File: src/rtl/self_test_sequencer.sv
// self_test_sequencer: word-rate controller sitting between the 8->32
// deserializer, the self_test sorter and the 32->8 serializer. In first-layer
// mode it frames packets (header + N payload words), loads the payload into
// self_test, starts the sort, waits with a timeout, then drains the results
// behind a status header. In forward mode it passes words straight through.

module self_test_sequencer #(
  parameter int         MAX_WORDS = 16,
  parameter logic [7:0] SYNC      = 8'hA5,
  parameter int         TIMEOUT   = 1024
) (
  input  logic        div_8_clk,
  input  logic        rst,
  input  logic        f_layer,
  input  logic [31:0] word_in,
  input  logic        sort_finish,
  input  logic [31:0] st_data_in,
  output logic        st_load,
  output logic        st_start,
  output logic        st_rd,
  output logic        tx_out,
  output logic [31:0] out_word,
  output logic        busy,
  output logic        err
);

  localparam int         TW         = (TIMEOUT > 1) ? $clog2(TIMEOUT) : 1;
  localparam logic [TW-1:0] TIMER_LAST = TW'(TIMEOUT - 1);
  localparam logic [7:0] MAX_N      = 8'(MAX_WORDS);

  typedef enum logic [2:0] {
    IDLE,
    LOAD,
    RUN,
    HDR,
    DRAIN
  } state_t;

  state_t        state;
  logic [7:0]    n_words;
  logic [7:0]    word_cnt;
  logic [TW-1:0] timer;
  logic          aborted;
  logic [1:0]    rst_pipe;
  logic          rst_hold;

  logic [7:0]    hdr_n;
  logic          is_sync;
  logic          hdr_ok;

  // Header decode of the incoming word; reserved bits [23:16] and [15:8] are ignored.
  assign hdr_n   = word_in[7:0];
  assign is_sync = (word_in[31:24] == SYNC);
  assign hdr_ok  = is_sync && (hdr_n != 8'd0) && (hdr_n <= MAX_N);

  // Strobes into self_test are decoded straight from state and counters so they
  // line up with the word currently on word_in / st_data_in.
  assign st_load  = (state == LOAD) && (word_cnt < n_words);
  assign st_start = (state == LOAD) && (word_cnt == n_words);
  assign st_rd    = (state == DRAIN) && !aborted;
  assign busy     = (state != IDLE);
  assign rst_hold = rst_pipe[1];

  // Reset release synchronizer: rst asserts everything at once, but the FSM is
  // kept cleared for two more word clocks so removal is aligned to div_8_clk.
  always_ff @(posedge div_8_clk or posedge rst) begin
    if (rst) begin
      rst_pipe <= 2'b11;
    end else begin
      rst_pipe <= {rst_pipe[0], 1'b0};
    end
  end

  // Packet sequencer with registered serializer outputs and sticky error flag.
  always_ff @(posedge div_8_clk or posedge rst) begin
    if (rst) begin
      state    <= IDLE;
      n_words  <= 8'd0;
      word_cnt <= 8'd0;
      timer    <= '0;
      aborted  <= 1'b0;
      err      <= 1'b0;
      tx_out   <= 1'b0;
      out_word <= 32'h0;
    end else if (rst_hold) begin
      state    <= IDLE;
      n_words  <= 8'd0;
      word_cnt <= 8'd0;
      timer    <= '0;
      aborted  <= 1'b0;
      err      <= 1'b0;
      tx_out   <= 1'b0;
      out_word <= 32'h0;
    end else begin
      tx_out   <= 1'b0;
      out_word <= 32'h0;
      case (state)
        IDLE: begin
          if (!f_layer) begin
            tx_out   <= 1'b1;
            out_word <= word_in;
          end else if (is_sync) begin
            if (hdr_ok) begin
              n_words  <= hdr_n;
              word_cnt <= 8'd0;
              aborted  <= 1'b0;
              err      <= 1'b0;
              state    <= LOAD;
            end else begin
              err <= 1'b1;
            end
          end
        end

        LOAD: begin
          if (word_cnt < n_words) begin
            word_cnt <= word_cnt + 8'd1;
          end else begin
            timer <= '0;
            state <= RUN;
          end
        end

        RUN: begin
          if (sort_finish) begin
            state <= HDR;
          end else if (timer == TIMER_LAST) begin
            err     <= 1'b1;
            aborted <= 1'b1;
            state   <= HDR;
          end else begin
            timer <= timer + TW'(1);
          end
        end

        HDR: begin
          tx_out   <= 1'b1;
          out_word <= {SYNC, 7'b0, err, 8'b0, n_words};
          word_cnt <= 8'd0;
          state    <= DRAIN;
        end

        DRAIN: begin
          tx_out   <= 1'b1;
          out_word <= aborted ? 32'h0 : st_data_in;
          if (word_cnt == n_words - 8'd1) begin
            state <= IDLE;
          end else begin
            word_cnt <= word_cnt + 8'd1;
          end
        end

        default: begin
          state <= IDLE;
        end
      endcase
    end
  end

endmodule

File: config.mk
export PLATFORM = sky130hd
export DESIGN_NAME = self_test_sequencer
export DESIGN_NICKNAME = d
export VERILOG_FILES = /design/src/rtl/self_test_sequencer.sv
export SDC_FILE = /design/constraint.sdc
export NUM_CORES = 1
export LEC_CHECK = 0
export BUFFER_PORTS_ARGS = -buffer_cell sky130_fd_sc_hd__buf_2
export CAP_MARGIN = 20
export CORE_ASPECT_RATIO = 0.8
export CORE_MARGIN = 2
export CORE_UTILIZATION = 39
export DETAILED_ROUTE_END_ITERATION = 10
export PLACE_DENSITY = 0.66
export SYNTH_ARGS = -nofsm -noshare
export SYNTH_HDL_FRONTEND = slang
export SYNTH_SLANG_ARGS = --single-unit
export TNS_END_PERCENT = 10
File: constraint.sdc
create_clock -name div_8_clk -period 2.2 [get_ports div_8_clk]
set_clock_uncertainty 0.2 [all_clocks]
set_input_delay 0.11 -clock div_8_clk [delete_from_list [all_inputs] [get_ports div_8_clk]]
set_output_delay 0.11 -clock div_8_clk [all_outputs]
set_load 0.005 [all_outputs]
## Yosys cells after proc, flatten, opt, wreduce, memory -nomap -nowiden

Index checks and enable logic that the tools add are counted.

- Div/mod/pow operators: 0
- Bitwise logic cells: 0
- Multiply operators: 0
- Shifts and indexed selects: 0
- Reduce and logical (&&, ||, !) cells: 23
- Muxes and demuxes: 45
- Add/sub/neg operators: 3
- Eq/ne operators: 19
- Magnitude comparators: 2

Operator list:

| operator | count |
|---|---|
| $mux W32 | 3 |
| $pmux W32 S3 | 1 |
| $mux W8 | 11 |
| $mux W10 | 4 |
| $pmux W8 S4 | 1 |
| $mux W3 | 8 |
| $ne A3 B3 Y1 const B | 8 |
| $pmux W10 S2 | 1 |
| $reduce_and A6 Y1 | 3 |
| $eq A8 B8 Y1 | 2 |
| $pmux W3 S5 | 1 |
| $mux W1 | 12 |
| $add A10 B1 Y10 const B | 1 |
| $eq A10 B10 Y1 const B | 1 |
| $reduce_bool A3 Y1 | 3 |
| $add A8 B1 Y8 const B | 1 |
| $eq A8 B8 Y1 const B | 1 |
| $le A8 B5 Y1 const B | 1 |
| $lt A8 B8 Y1 | 1 |
| $reduce_and A4 Y1 | 2 |
| $reduce_bool A2 Y1 | 4 |
| $reduce_bool A8 Y1 | 1 |
| $sub A8 B1 Y8 const B | 1 |
| $eq A3 B2 Y1 const B | 2 |
| 11 further kinds | 18 |

- Bits in writable memories: 0
- Output and inout port bits: 38
- Bits of input ports: 68
- Bits in read-only memories: 0
- Latch bits: 0
- Flip-flop bits (word level): 66
- Memories kept: 0

## Depth between registers and ports, before layout

Gate-level depths: netlist of run 1.

- Depth after elaboration: 8
- Depth in mapped cells: 9
- Mapped depth without buffers: 9

## Least setup slack after synthesis of run 1

No wires, ideal clock.

- Path type: flip-flop to flip-flop
- Start: register n_words[1]
- End: register word_cnt[4]
- Arrival: 2.059 ns
- Buffers on the path: 0
- Clock period less this slack: 2.385 ns
- Cell stages (with the launch flop): 10
- Setup time: 0.126 ns
- Slack: -0.185 ns
- Required time: 1.874 ns
- Path through: dfrtp_1 inv_1 ha_1 nor2b_1 o211ai_1 a21oi_1 o311a_1 nor3_4 a21oi_2 a221o_1

- Cells in the longest elaborated chain, start to end: 4
- Elaborated cells between the ends (all ways): 6
- Classes of those cells: add/sub: 1; order compare: 1; eq/ne: 3; reduce/logical: 1

Ends and longest elaborated chain:

| what | RTL line | text |
|---|---|---|
| start: declaration | 40 | `logic [7:0] n_words;` |
| start signal: assignment | 104 | `n_words <= hdr_n;` |
| $sub A8 B1 Y8 | 146 | `if (word_cnt == n_words - 8'd1) begin` |
| $eq A8 B8 Y1 | 146 |  |
| $ne A3 B3 Y1 (no source line) | - |  |
| $reduce_and A6 Y1 (no source line) * | - |  |
| end signal: assignment | 117 | `word_cnt <= word_cnt + 8'd1;` |
| end signal: assignment | 149 | `word_cnt <= word_cnt + 8'd1;` |
| end: declaration | 41 | `logic [7:0] word_cnt;` |

Mark *: on every way between the ends. The rest lies on a longest branch, timed or not.
A chain may end at the register's enable or synchronous reset.

## Worst setup path in the final report of run 1

- Start: register n_words[1]
- End: register word_cnt[5]

Same word-level chain as after synthesis.

==> metrics.md, run 1 <==
| Metric | Value |
|---|---|
| Outcome | `complete, but fails checks` |
| Nets | `~670` |
| Fin. max-slew vios | `0` |
| CP max stage cell | `dfrtp_1` |
| Relative slew slack | `53.5%` |
| P&R area growth vs syn | `62.2%` |
| Switching share of total power | `26.8%` |
| Die Wd | `111 µm` |
| TritonCTS Buffers | `9` |
| First-pass GRT wire length | `18.5 mm` |
| Port-buffer cells | `105` |
| Post-Route WL | `12.2 mm` |
| PwrDens | `between 600 and 700 mW/mm²` |
| Fin util | `64.4%` |
| Top post-synthesis cells by area | `dfrtp_1 (45%), nor2_1 (6.9%), a22oi_1 (4.2%), ha_1 (3.9%), a222oi_1 (2.5%)` |
| PnR worst setup slack | `-281 ps` |
| Synth Flop Type | `dfrtp_1` |
| Yosys top cell area share | `45.0%` |
| Post-route insts no fill | `715` |
| Root Buffer | `clkbuf_16` |
| Worst Hold End | `rst_pipe[1]$_DFF_PP1_` |
| Post-DP HPWL | `7.29 mm` |
| TritonCTS clock tree | `done` |
| CP bufs+invs | `2` |
| Crit Path Max Fanout | `5` |
| Reg clk slew, reported paths | `60 ps` |
| Pint | `2670 µW` |
| Average wire per standard cell | `17.0 µm` |
| Failing checks | `negative setup slack` |
| Yosys reg bits | `66` |
| Hold Startpoint | `rst_pipe[0]$_DFF_PP1_` |
| Top cell type by total area after synthesis | `dfrtp_1` |
| Worst setup SP type | `flop` |
| Max Cap Violations | `0` |
| GPL Wtd Cong | `0.870` |
| Die height | `approximately 89 µm` |
| CP delay by family, top | `compound AO/OA/AOI/OAI gates` |
| Syn_nets | `454` |
| Hold path cells | `0` |
| Critical Path, Cell by Cell | `inv_2 -> ha_4 -> nor2b_4 -> o211ai_1 -> a21oi_2 -> buf_4 -> o311a_4 -> nor3_4 -> a21oi_4 -> a221o_1` |
| H-tree levels | `3` |
| Sequential element share of the synthesized area | `46.5%` |
| Worst R2R Start | `n_words[1]$_DFFE_PP0P_` |
| Placeable Area | `~0.009 mm²` |
| Critical Path Stages | `10` |
| Total grt overflow | `0` |
| Fmax | `403 MHz` |
| Layout cells sized above 1 | `36.3%` |
| Synthesized cell area | `approximately 0.0036 mm²` |
| FP Rows | `31` |
| CP endpoint kind | `flop` |
| Pin count of the biggest net entering global routing | `67` |
| Worst slew pin tran | `between 600 and 700 ps` |
| Antenna-violating nets left | `0` |
| Worst r2r path cells | `10` |
| Yosys warnings | `0` |
| Initial antenna violation count | `0` |
| Count of cell types in the netlist | `59` |
| Type of the most critical hold path | `flop to flop` |
| Fin Setup TNS | `-2240 ps` |
| Setup crit start | `n_words[1]$_DFFE_PP0P_` |
| R2R Setup Slk | `-280 ps` |
| Logic pwr share | `roughly 22%` |
| Clk Latency, worst-skew pair | `330 ps` |
| CP required | `2210 ps` |
| Sequential Power Share | `35.9%` |
| CTS Sinks | `66` |
| Final Cycle Share | `113%` |
| Final hold violations | `0` |
| Number of synthesized flops with an enable pin | `0` |
| Placed Cells | `630` |
| DRT Pass-1 Iters | `6` |
| Die area | `0.00991 mm²` |
| # setup viols final | `9` |
| Syn Area/Cell | `between 9 and 10 µm²` |
| CTS max path bufs | `2` |
| Tmin final | `2480 ps` |
| ANT cells | `0` |
| RSZ-0062 raised after global routing | `true` |
| Initial DRC count | `325` |
| Boundary Pins | `~110` |
| DR vias | `3913` |
| Switching power | `978 µW` |
| VDD IR max | `468 µV` |
| Clk pwr share | `42.0%` |
| DRC viols | `0` |
| Gr usage total | `a little under a quarter` |
| Critical Path AT | `2490 ps` |
| Drt via density | `5.47` |
| Asr flop ratio synth | `100%` |
| P_leak | `slightly below 0.003 µW` |
| CP max stage delay | `390 ps` |
| Critical path class | `flop to flop` |
| Cell count after synthesis | `375` |
| Initial Util | `39.7%` |
| Vias in the first global route | `3715` |
| Worst reg2reg endpoint | `word_cnt[5]$_DFFE_PP0P_` |
[cells by family after synthesis]
kind of cell             count (synthesis)  synth area share [%]
AO/OA/AOI/OAI                           86                  18.3
XOR/XNOR                                11                  2.71
adder cells (fa/ha/maj)                 11                  3.87
buffers and inverters                   36                  3.90
flip-flops                              66                  46.5
multiplexers                             8                  2.32
other                                    1                 0.105
AND/OR/NAND/NOR                        156                  22.3
[layer usage]
metal,up-vias,part of all wire (%),wire length [µm],track usage [%]
li1,1794,-,-,-
met3,36,5.9,725,5.97
met1,1919,41,4970,29.2
met5,-,0,0,0
met2,164,50,6110,41.6
met4,0,3.1,381,8.18
[area by class of cell]
class	instances	area, µm²
fillers	665	3190
clock inverters	7	92.6
flip-flops and latches	66	1660
repair buffers	232	1680
well taps	115	144
inverters	13	48.8
multi-input cells	273	1920
clock buffers	9	225
[synthesized netlist by cell type (all sizes together), types with 2 or more instances]
| master | instances |
|---|---|
| a21boi | 2 |
| a21o | 5 |
| a21oi | 17 |
| a221o | 2 |
| a221oi | 4 |
| a222oi | 9 |
| a22o | 3 |
| a22oi | 20 |
| a31oi | 2 |
| and2 | 5 |
| and3 | 4 |
| buf | 3 |
| clkbuf | 20 |
| dfrtp | 64 |
| dfstp | 2 |
| ha | 11 |
| inv | 13 |
| mux2 | 2 |
| mux2i | 6 |
| nand2 | 18 |
| nand2b | 12 |
| nand3 | 9 |
| nand4 | 5 |
| nor2 | 65 |
| nor2b | 8 |
| nor3 | 8 |
| nor3b | 3 |
| nor4 | 8 |
| o211ai | 2 |
| o21ai | 8 |
| o21bai | 2 |
| o32ai | 2 |
| or3 | 4 |
| or4 | 2 |
| xnor2 | 5 |
| xor2 | 6 |
[timing repair]
action                                  4_1_cts  5_1_grt
pin swaps                                    12       14
gates resized for setup                      13       23
endpoints found under the setup margin       19       24
hold buffers                                 67        0
buffers inserted                              1        1
endpoints found under the hold margin       106        0
[sequential cells by signal, summed over array words and instances, names as in the netlist]
name and count:
n_words 8, rst_pipe 2, timer 10, err 1
out_word 32, aborted 1, state 3, tx_out 1
word_cnt 8
[per-stage QoR]
stage	cell area (µm²)	hold slack [ps]	setup WS (ps)	power, µW
after floorplan	3560	63.0	-185	1650
after global placement	4610	8.32	-185	1940
after detailed placement	4610	11.1	-279	1960
after CTS	5660	156	-358	3610
after global routing	5770	163	-410	3800
final	5770	155	-281	3650
[power by group through the flow]
stage / registers (µW) / clock network, µW / logic [µW]
final: 1310 / 1530 / 807
after global routing: 1320 / 1610 / 871
after CTS: 1310 / 1560 / 748
after detailed placement: 1330 / 0 / 633
after global placement: 1320 / 0 / 620
after floorplan: 1320 / 0 / 334
[layout by cell type (no fill, tap or decap), types with 11 or more instances in the layout]
cell type / Yosys / final
a21oi_1: 15 / 11
a22oi_1: 20 / 20
buf_2: 3 / 105
buf_4: 0 / 55
dfrtp_1: 64 / 63
dlygate4sd3_1: 0 / 67
nand2_1: 18 / 18
nand2b_1: 12 / 12
nor2_1: 65 / 61
[worst max path at each step]
stage and to:
2_1_floorplan word_cnt[4]$_DFFE_PP0P_, 3_3_place_gp word_cnt[5]$_DFFE_PP0P_, 3_5_place_dp word_cnt[2]$_DFFE_PP0P_, 4_1_cts word_cnt[4]$_DFFE_PP0P_, 5_1_grt word_cnt[1]$_DFFE_PP0P_, 6_report word_cnt[5]$_DFFE_PP0P_
Note: power is estimated with default switching activity, not from simulation.
==> inputs of run 2 (changes only) <==
- CORE_UTILIZATION: 39 -> 47
- PLACE_DENSITY: 0.66 -> 0.77
- SKIP_LAST_GASP: not set -> 1
==> run 2 against run 1 <==
  * The flow still finishes with violations (negative setup slack)
  * Die area is 16% lower
  * Flip-flop and latch count stayed put
  * Maximum frequency is 7.2% lower
  * Design area is 3.9% lower
  * First-iteration DRC count is 22% higher
  * Setup slack worse by 190 ps
  * Utilization is 11 points higher
  * Critical path depth is 1 higher
  * Critical endpoint is now timer[2]$_DFFE_PP0P_
  * Largest cell class unchanged
  * Highest routed layer unchanged
==> metrics.md, run 2 (synthesized netlist as in run 1, its figures left out) <==
| Metric | Value |
|---|---|
| Outcome | `complete, but fails checks` |
| Failing checks | `negative setup slack` |
| Uppermost layer routed | `met4` |
| Nets | `673 (-0.15%)` |
| First-pass GRT wire length | `19.2 mm (+4.0%)` |
| Max Cap Violations | `0 (unchanged)` |
| Reg clk slew, reported paths | `90 ps (+30 ps)` |
| Max reg flops | `32 (unchanged)` |
| CP bufs+invs | `3 (+1)` |
| Vias in the first global route | `4018 (+8.2%)` |
| Layout cells sized above 1 | `34.4% (-1.9 points)` |
| CP delay by family, top | `compound AO/OA/AOI/OAI gates` |
| Average wire per standard cell | `18.8 µm (+11%)` |
| Initial Util | `48.4% (+8.6 points)` |
| Pint | `2190 µW (-18%)` |
| Initial antenna violation count | `2 (+2)` |
| Gr usage total | `30.5% (+6.8 points)` |
| PnR worst setup slack | `-473 ps (-192 ps)` |
| P_leak | `0.00281 µW (-2.9%)` |
| Critical path's most frequent cell | `buf_4` |
| Commonest non-fill, non-tap cell in the layout | `buf_2` |
| DP Area | `0.00457 mm² (-0.68%)` |
| CP endpoint kind | `flop` |
| Die Wd | `101 µm (-8.6%)` |
| DR vias | `4088 (+4.5%)` |
| CP max stage delay | `390 ps (about the same)` |
| Total grt overflow | `0 (unchanged)` |
| Clk Latency, worst-skew pair | `350 ps (+20 ps)` |
| GPL Wtd Cong | `0.863 (-0.83%)` |
| P&R area growth vs syn | `55.8%` |
| Post-Route WL | `13.0 mm (+7.0%)` |
| Port-buffer cells | `105 (unchanged)` |
| Boundary Pins | `106 (unchanged)` |
| FP Rows | `28 (-9.7%)` |
| Die area | `0.00828 mm² (-16%)` |
| WL met1 | `4.86 mm (-2.3%)` |
| CTS Sinks | `66 (unchanged)` |
| Crit Path Max Fanout | `6 (+1)` |
| Critical Path AT | `2690 ps (+200 ps)` |
| CP max stage cell | `dfrtp_1` |
| Setup crit start | `n_words[1]$_DFFE_PP0P_` |
| Fmax | `374 MHz (-7.2%)` |
| Most frequent cells in the layout | `buf_2 (105), dlygate4sd3_1 (67), dfrtp_1 (64), nor2_1 (63), buf_4 (56)` |
| Worst hold slack | `162 ps (+6.33 ps)` |
| Biggest regs | `out_word: 32 flops, timer: 10 flops` |
| DRC viols | `0 (unchanged)` |
| Worst R2R Start | `n_words[1]$_DFFE_PP0P_` |
| RSZ-0062 raised after global routing | `true` |
| PwrDens | `573 mW/mm² (-9.5%)` |
| Logic pwr share | `25.1% (+3.0 points)` |
| Clk pwr share | `33.8% (-8.2 points)` |
| TritonCTS clock tree | `done` |
| Post-DP HPWL | `7.12 mm (-2.3%)` |
| # setup viols final | `29 (+20)` |
| TritonCTS Buffers | `9 (unchanged)` |
| Sequential Power Share | `41.1% (+5.2 points)` |
| Die height | `81.8 µm (-8.5%)` |
| Placeable Area | `0.00736 mm² (-18%)` |
| Initial DRC count | `395 (+22%)` |
| H-tree levels | `3 (unchanged)` |
| Fin Setup TNS | `-6220 ps (-3980 ps)` |
| R2R Setup Slk | `-470 ps (-190 ps)` |
| Switching share of total power | `30.8% (+4.0 points)` |
| Finished Cell Area | `0.00554 mm² (-3.9%)` |
| Final hold violations | `0 (unchanged)` |
| Largest Register | `out_word` |
| Hold Startpoint | `rst_pipe[0]$_DFF_PP1_` |
| Root Buffer | `clkbuf_8` |
| Antenna-violating nets left | `0 (unchanged)` |
| CP required | `2220 ps (about the same)` |
| Routed wl met3 | `1.00 mm (+38%)` |
| Type of the most critical hold path | `flop to flop` |
| Pin count of the biggest net entering global routing | `67 (unchanged)` |
| Critical path class | `flop to flop` |
| Fin. max-slew vios | `0 (unchanged)` |
| CTS max path bufs | `2 (unchanged)` |
| Critical Path, Cell by Cell | `inv_2 -> ha_4 -> nor2b_1 -> o211ai_1 -> a21oi_2 -> buf_4 -> o21bai_1 -> buf_4 -> a21o_1 -> o21ai_0 -> o21ai_1` |
| Worst setup SP type | `flop` |
| Tmin final | `2670 ps (+192 ps)` |
| Detailed route wirelength on metal2 | `6.24 mm (+2.2%)` |
| Switching power | `978 µW (about the same)` |
| DRT Pass-1 Iters | `8 (+2)` |
| Drt via density | `5.91 (+7.9%)` |
| VDD IR max | `423 µV (-9.5%)` |
| Final Cycle Share | `121% (+8.7 points)` |
## run 2: layout make-up
| cell class | instances | area [µm²] |
|---|---|---|
| multi-input combinational | 273 | 1850 |
| fill | 436 | 1820 |
| timing repair buffer | 231 | 1670 |
| sequential | 66 | 1650 |
| clock buffer | 9 | 124 |
| tap | 90 | 113 |
| clock inverter | 7 | 77.6 |
| inverter | 13 | 48.8 |
| antenna | 3 | 7.51 |
## run 2: what timing repair did
action | 4_1_cts | 5_1_grt
setup buffers | 0 | 1
hold endpoints to repair | 106 | 0
setup endpoints to repair | 19 | 33
resized for setup | 4 | 11
pin swaps | 3 | 6
hold buffers | 67 | 0
## run 2: path summary, 6_finish.rpt
check,depth (start not counted),endpoint
worst max-delay path,11,timer[2]$_DFFE_PP0P_
worst min-delay path,0,rst_pipe[1]$_DFF_PP1_
worst max register to register,11,timer[2]$_DFFE_PP0P_
worst min register to register,0,rst_pipe[1]$_DFF_PP1_
max in group asynchronous,4,rst_pipe[0]$_DFF_PP1_
min in group asynchronous,4,out_word[8]$_DFF_PP0_
## run 2: routing by layer
layer  up-vias  global-route usage (%)
li1       1796                       -
met2       298                    51.1
met5         -                       0
met1      1896                    35.4
met4         0                    19.5
met3        98                    7.40
## run 2: power by group through the flow
stage          combinational (µW)  clock, µW  sequential (µW)
3_3_place_gp                  631          0             1320
6_report                      797       1070             1300
3_5_place_dp                  643          0             1320
2_1_floorplan                 334          0             1320
4_1_cts                       744       1070             1300
5_1_grt                       855       1130             1310
## run 2: worst reg2reg max path: stages, from the launching register on
cell and delay [ps]:
dfrtp_1 390, inv_2 80, ha_4 270, nor2b_1 170, o211ai_1 120, a21oi_2 190
buf_4 150, o21bai_1 120, buf_4 170, a21o_1 240, o21ai_0 280, o21ai_1 140
## run 2: metrics by stage
stage | worst slack [ps] | util, % | power, µW | cells
finish | -473 | 75.3 | 3170 | 692
global route | -470 | 75.3 | 3290 | 691
CTS | -281 | 74.2 | 3110 | 688
detailed placement | -234 | 62.2 | 1960 | 605
global placement | -161 | 62.2 | 1950 | 605
floorplan | -185 | - | 1650 | 375
==> inputs of run 3 (changes only) <==
- ABC_CLOCK_PERIOD_IN_PS: not set -> 2200
- CAP_MARGIN: 20 -> not set
- GPL_TIMING_DRIVEN: not set -> 0
==> run 3 against run 2 <==
  * The flow still finishes with violations (negative setup slack)
  * Non-clock buffer count is 26 lower
  * Utilization is 3.4 points lower
  * Global-route usage is 2.2 points lower
  * Largest cell class unchanged
  * Flip-flop and latch count stayed put
  * Sequential share of layout area is 1.6 points higher
==> metrics.md, run 3 (synthesized netlist as in run 1, its figures left out) <==
| Metric | Value |
|---|---|
| Max reg flops | `32 (unchanged)` |
| CP required | `1890 ps (-330 ps)` |
| VDD IR max | `438 µV (+3.4%)` |
| Type of the most critical hold path | `input pin to asynchronous set/reset pin` |
| Nets | `647 (-3.9%)` |
| Post-DP HPWL | `6.99 mm (-1.8%)` |
| Initial Util | `48.4% (unchanged)` |
| Worst hold slack | `152 ps (-9.48 ps)` |
| DR vias | `3902 (-4.5%)` |
| GPL Wtd Cong | `0.872 (+1.1%)` |
| ANT cells | `0 (-3)` |
| Port-buffer cells | `105 (unchanged)` |
| Root Buffer | `clkbuf_8` |
| First-pass GRT wire length | `17.9 mm (-6.7%)` |
| Relative slew slack | `60.1%` |
| Reg clk slew, reported paths | `80 ps (about the same)` |
| Pin count of the biggest net entering global routing | `42 (-37%)` |
| Worst setup SP type | `flop` |
| DP Area | `0.00422 mm² (-7.9%)` |
| CP endpoint kind | `primary output` |
| P&R area growth vs syn | `48.7%` |
| Biggest regs | `out_word: 32 flops, timer: 10 flops` |
| Worst slew pin tran | `593 ps` |
| FILL cells | `503 (+15%)` |
| Commonest non-fill, non-tap cell in the layout | `buf_2` |
| Finished Cell Area | `0.00529 mm² (-4.5%)` |
| CTS max path bufs | `2 (unchanged)` |
| Antenna-violating nets left | `0 (unchanged)` |
| Critical Path, Cell by Cell | `ha_4 -> nor2b_1 -> o211ai_1 -> a21oi_2 -> buf_4 -> or2_4 -> nor3b_4 -> buf_2` |
| Final hold violations | `0 (unchanged)` |
| Worst reg2reg endpoint | `word_cnt[5]$_DFFE_PP0P_` |
| H-tree levels | `3 (unchanged)` |
| FP Rows | `28 (unchanged)` |
| Vias in the first global route | `3770 (-6.2%)` |
| PwrDens | `597 mW/mm² (+4.2%)` |
| Average wire per standard cell | `17.8 µm (-5.6%)` |
| Place WS | `-506 ps (-272 ps)` |
| R2R Setup Slk | `-300 ps (+170 ps)` |
| Critical path class | `flop to primary output` |
| Worst r2r path cells | `8 (-3)` |
| # setup viols final | `58 (+100%)` |
| Critical Path AT | `2200 ps (-490 ps)` |
| Gr usage total | `28.3% (-2.2 points)` |
| Post-Route WL | `11.8 mm (-9.6%)` |
| TritonCTS clock tree | `done` |
| Die height | `81.8 µm (unchanged)` |
| Most frequent cells in the layout | `buf_2 (108), dlygate4sd3_1 (67), nor2_1 (63), dfrtp_1 (57), a22oi_1 (20)` |
| Die area | `0.00828 mm² (unchanged)` |
| Initial antenna violation count | `0 (-2)` |
| CP max stage delay | `440 ps (+50 ps)` |
| Placeable Area | `0.00736 mm² (unchanged)` |
| P_leak | `0.00261 µW (-7.0%)` |
| Crit Path Max Fanout | `2 (-4)` |
| Total grt overflow | `0 (unchanged)` |
| DRT Pass-1 Iters | `7 (-1)` |
| Boundary Pins | `106 (unchanged)` |
| Worst R2R Start | `n_words[7]$_DFFE_PP0P_` |
| DRC viols | `0 (unchanged)` |
| TritonCTS Buffers | `9 (unchanged)` |
| CP max stage cell | `dfrtp_2` |
| Clk Latency, worst-skew pair | `360 ps (about the same)` |
| Initial DRC count | `335 (-15%)` |
| Largest Register | `out_word` |
| Layout cells sized above 1 | `30.2% (-4.2 points)` |
| Die Wd | `101 µm (unchanged)` |
| Drt via density | `5.89 (-0.37%)` |
| Post-route insts no fill | `663 (-4.2%)` |
| Fin Setup TNS | `-9630 ps (-3410 ps)` |
| RSZ-0062 raised after global routing | `true` |
| Max Cap Violations | `0 (unchanged)` |
| Outcome | `complete, but fails checks` |
| PnR worst setup slack | `-313 ps (+160 ps)` |
| Final Cycle Share | `114% (-7.3 points)` |
| Fin. max-slew vios | `0 (unchanged)` |
| Fmax | `398 MHz (+6.4%)` |
| CTS Sinks | `66 (unchanged)` |
| Placed Cells | `571 (-5.6%)` |
| Failing checks | `negative setup slack` |
| Tmin final | `2510 ps (-160 ps)` |
-- run 3: cell types whose count changed in the layout (fill, tap and decap cells not counted), moves of 2 or more --
cell and change:
nor2_2 -2, clkbuf_1 +13, clkbuf_2 +5, nor2_4 +2, dfrtp_1 -7, buf_2 +3, nor4_1 +2, diode_2 -3
buf_4 -46, dfrtp_2 +7, inv_6 -2, clkinv_4 -2
-- run 3: per-layer routing --
metal | GRT usage [%] | vias up | part of all wire (%)
met5 | 0 | - | 0
met3 | 6.64 | 58 | 8.8
met4 | 11.9 | 0 | 3.5
li1 | - | 1742 | -
met2 | 47.1 | 275 | 49
met1 | 35.6 | 1827 | 39
-- run 3: per-stage QoR --
step,total power (µW),utilization (%)
2_1_floorplan,1650,-
3_3_place_gp,1860,57.0
3_5_place_dp,1880,57.3
4_1_cts,3100,71.2
5_1_grt,3280,71.9
6_report,3150,71.9
-- run 3: worst max-delay path, delay by kind of cell, from the launching register on --
| family | cells | cell delay (ps) |
|---|---|---|
| simple gates | 3 | 570 |
| buf+inv | 2 | 290 |
| fa+ha+maj | 1 | 240 |
| compound gates | 2 | 310 |
| flops | 1 | 440 |
-- run 3: worst max-delay path by stage --
stage	to	cells after the start	slack, ps	from
finish	st_load	8	-310	word_cnt[1]$_DFFE_PP0P_
global route	word_cnt[5]$_DFFE_PP0P_	8	-410	n_words[7]$_DFFE_PP0P_
CTS	word_cnt[5]$_DFFE_PP0P_	8	-360	word_cnt[1]$_DFFE_PP0P_
detailed placement	word_cnt[5]$_DFFE_PP0P_	9	-510	n_words[4]$_DFFE_PP0P_
global placement	out_word[2]$_DFF_PP0_	2	-490	rst
floorplan	word_cnt[4]$_DFFE_PP0P_	9	-190	n_words[1]$_DFFE_PP0P_
-- run 3: final cells by class --
| class | count | area [µm²] | area share (%) |
|---|---|---|---|
| buffer | 20 | 88.8 | 1.68 |
| clock buffer | 11 | 131 | 2.48 |
| clock inverter | 5 | 80.1 | 1.51 |
| inverter | 13 | 48.8 | 0.923 |
| multi-input combinational | 273 | 1850 | 35.0 |
| sequential | 66 | 1660 | 31.4 |
| tap | 90 | 113 | 2.13 |
| timing repair buffer | 185 | 1310 | 24.8 |
-- run 3: report_power, final --
group	switching [µW]	internal (µW)
Clock	473	637
Combinational	397	342
Sequential	33.3	1270
Total	903	2250
-- run 3: what timing repair did --
action / in CTS / in global routing
gates resized for setup: 21 / 18
pin swaps: 10 / 8
buffers inserted: 10 / 2
endpoints found under the hold margin: 65 / 0
gates cloned: 0 / 0
hold buffers: 67 / 0
endpoints found under the setup margin: 61 / 66
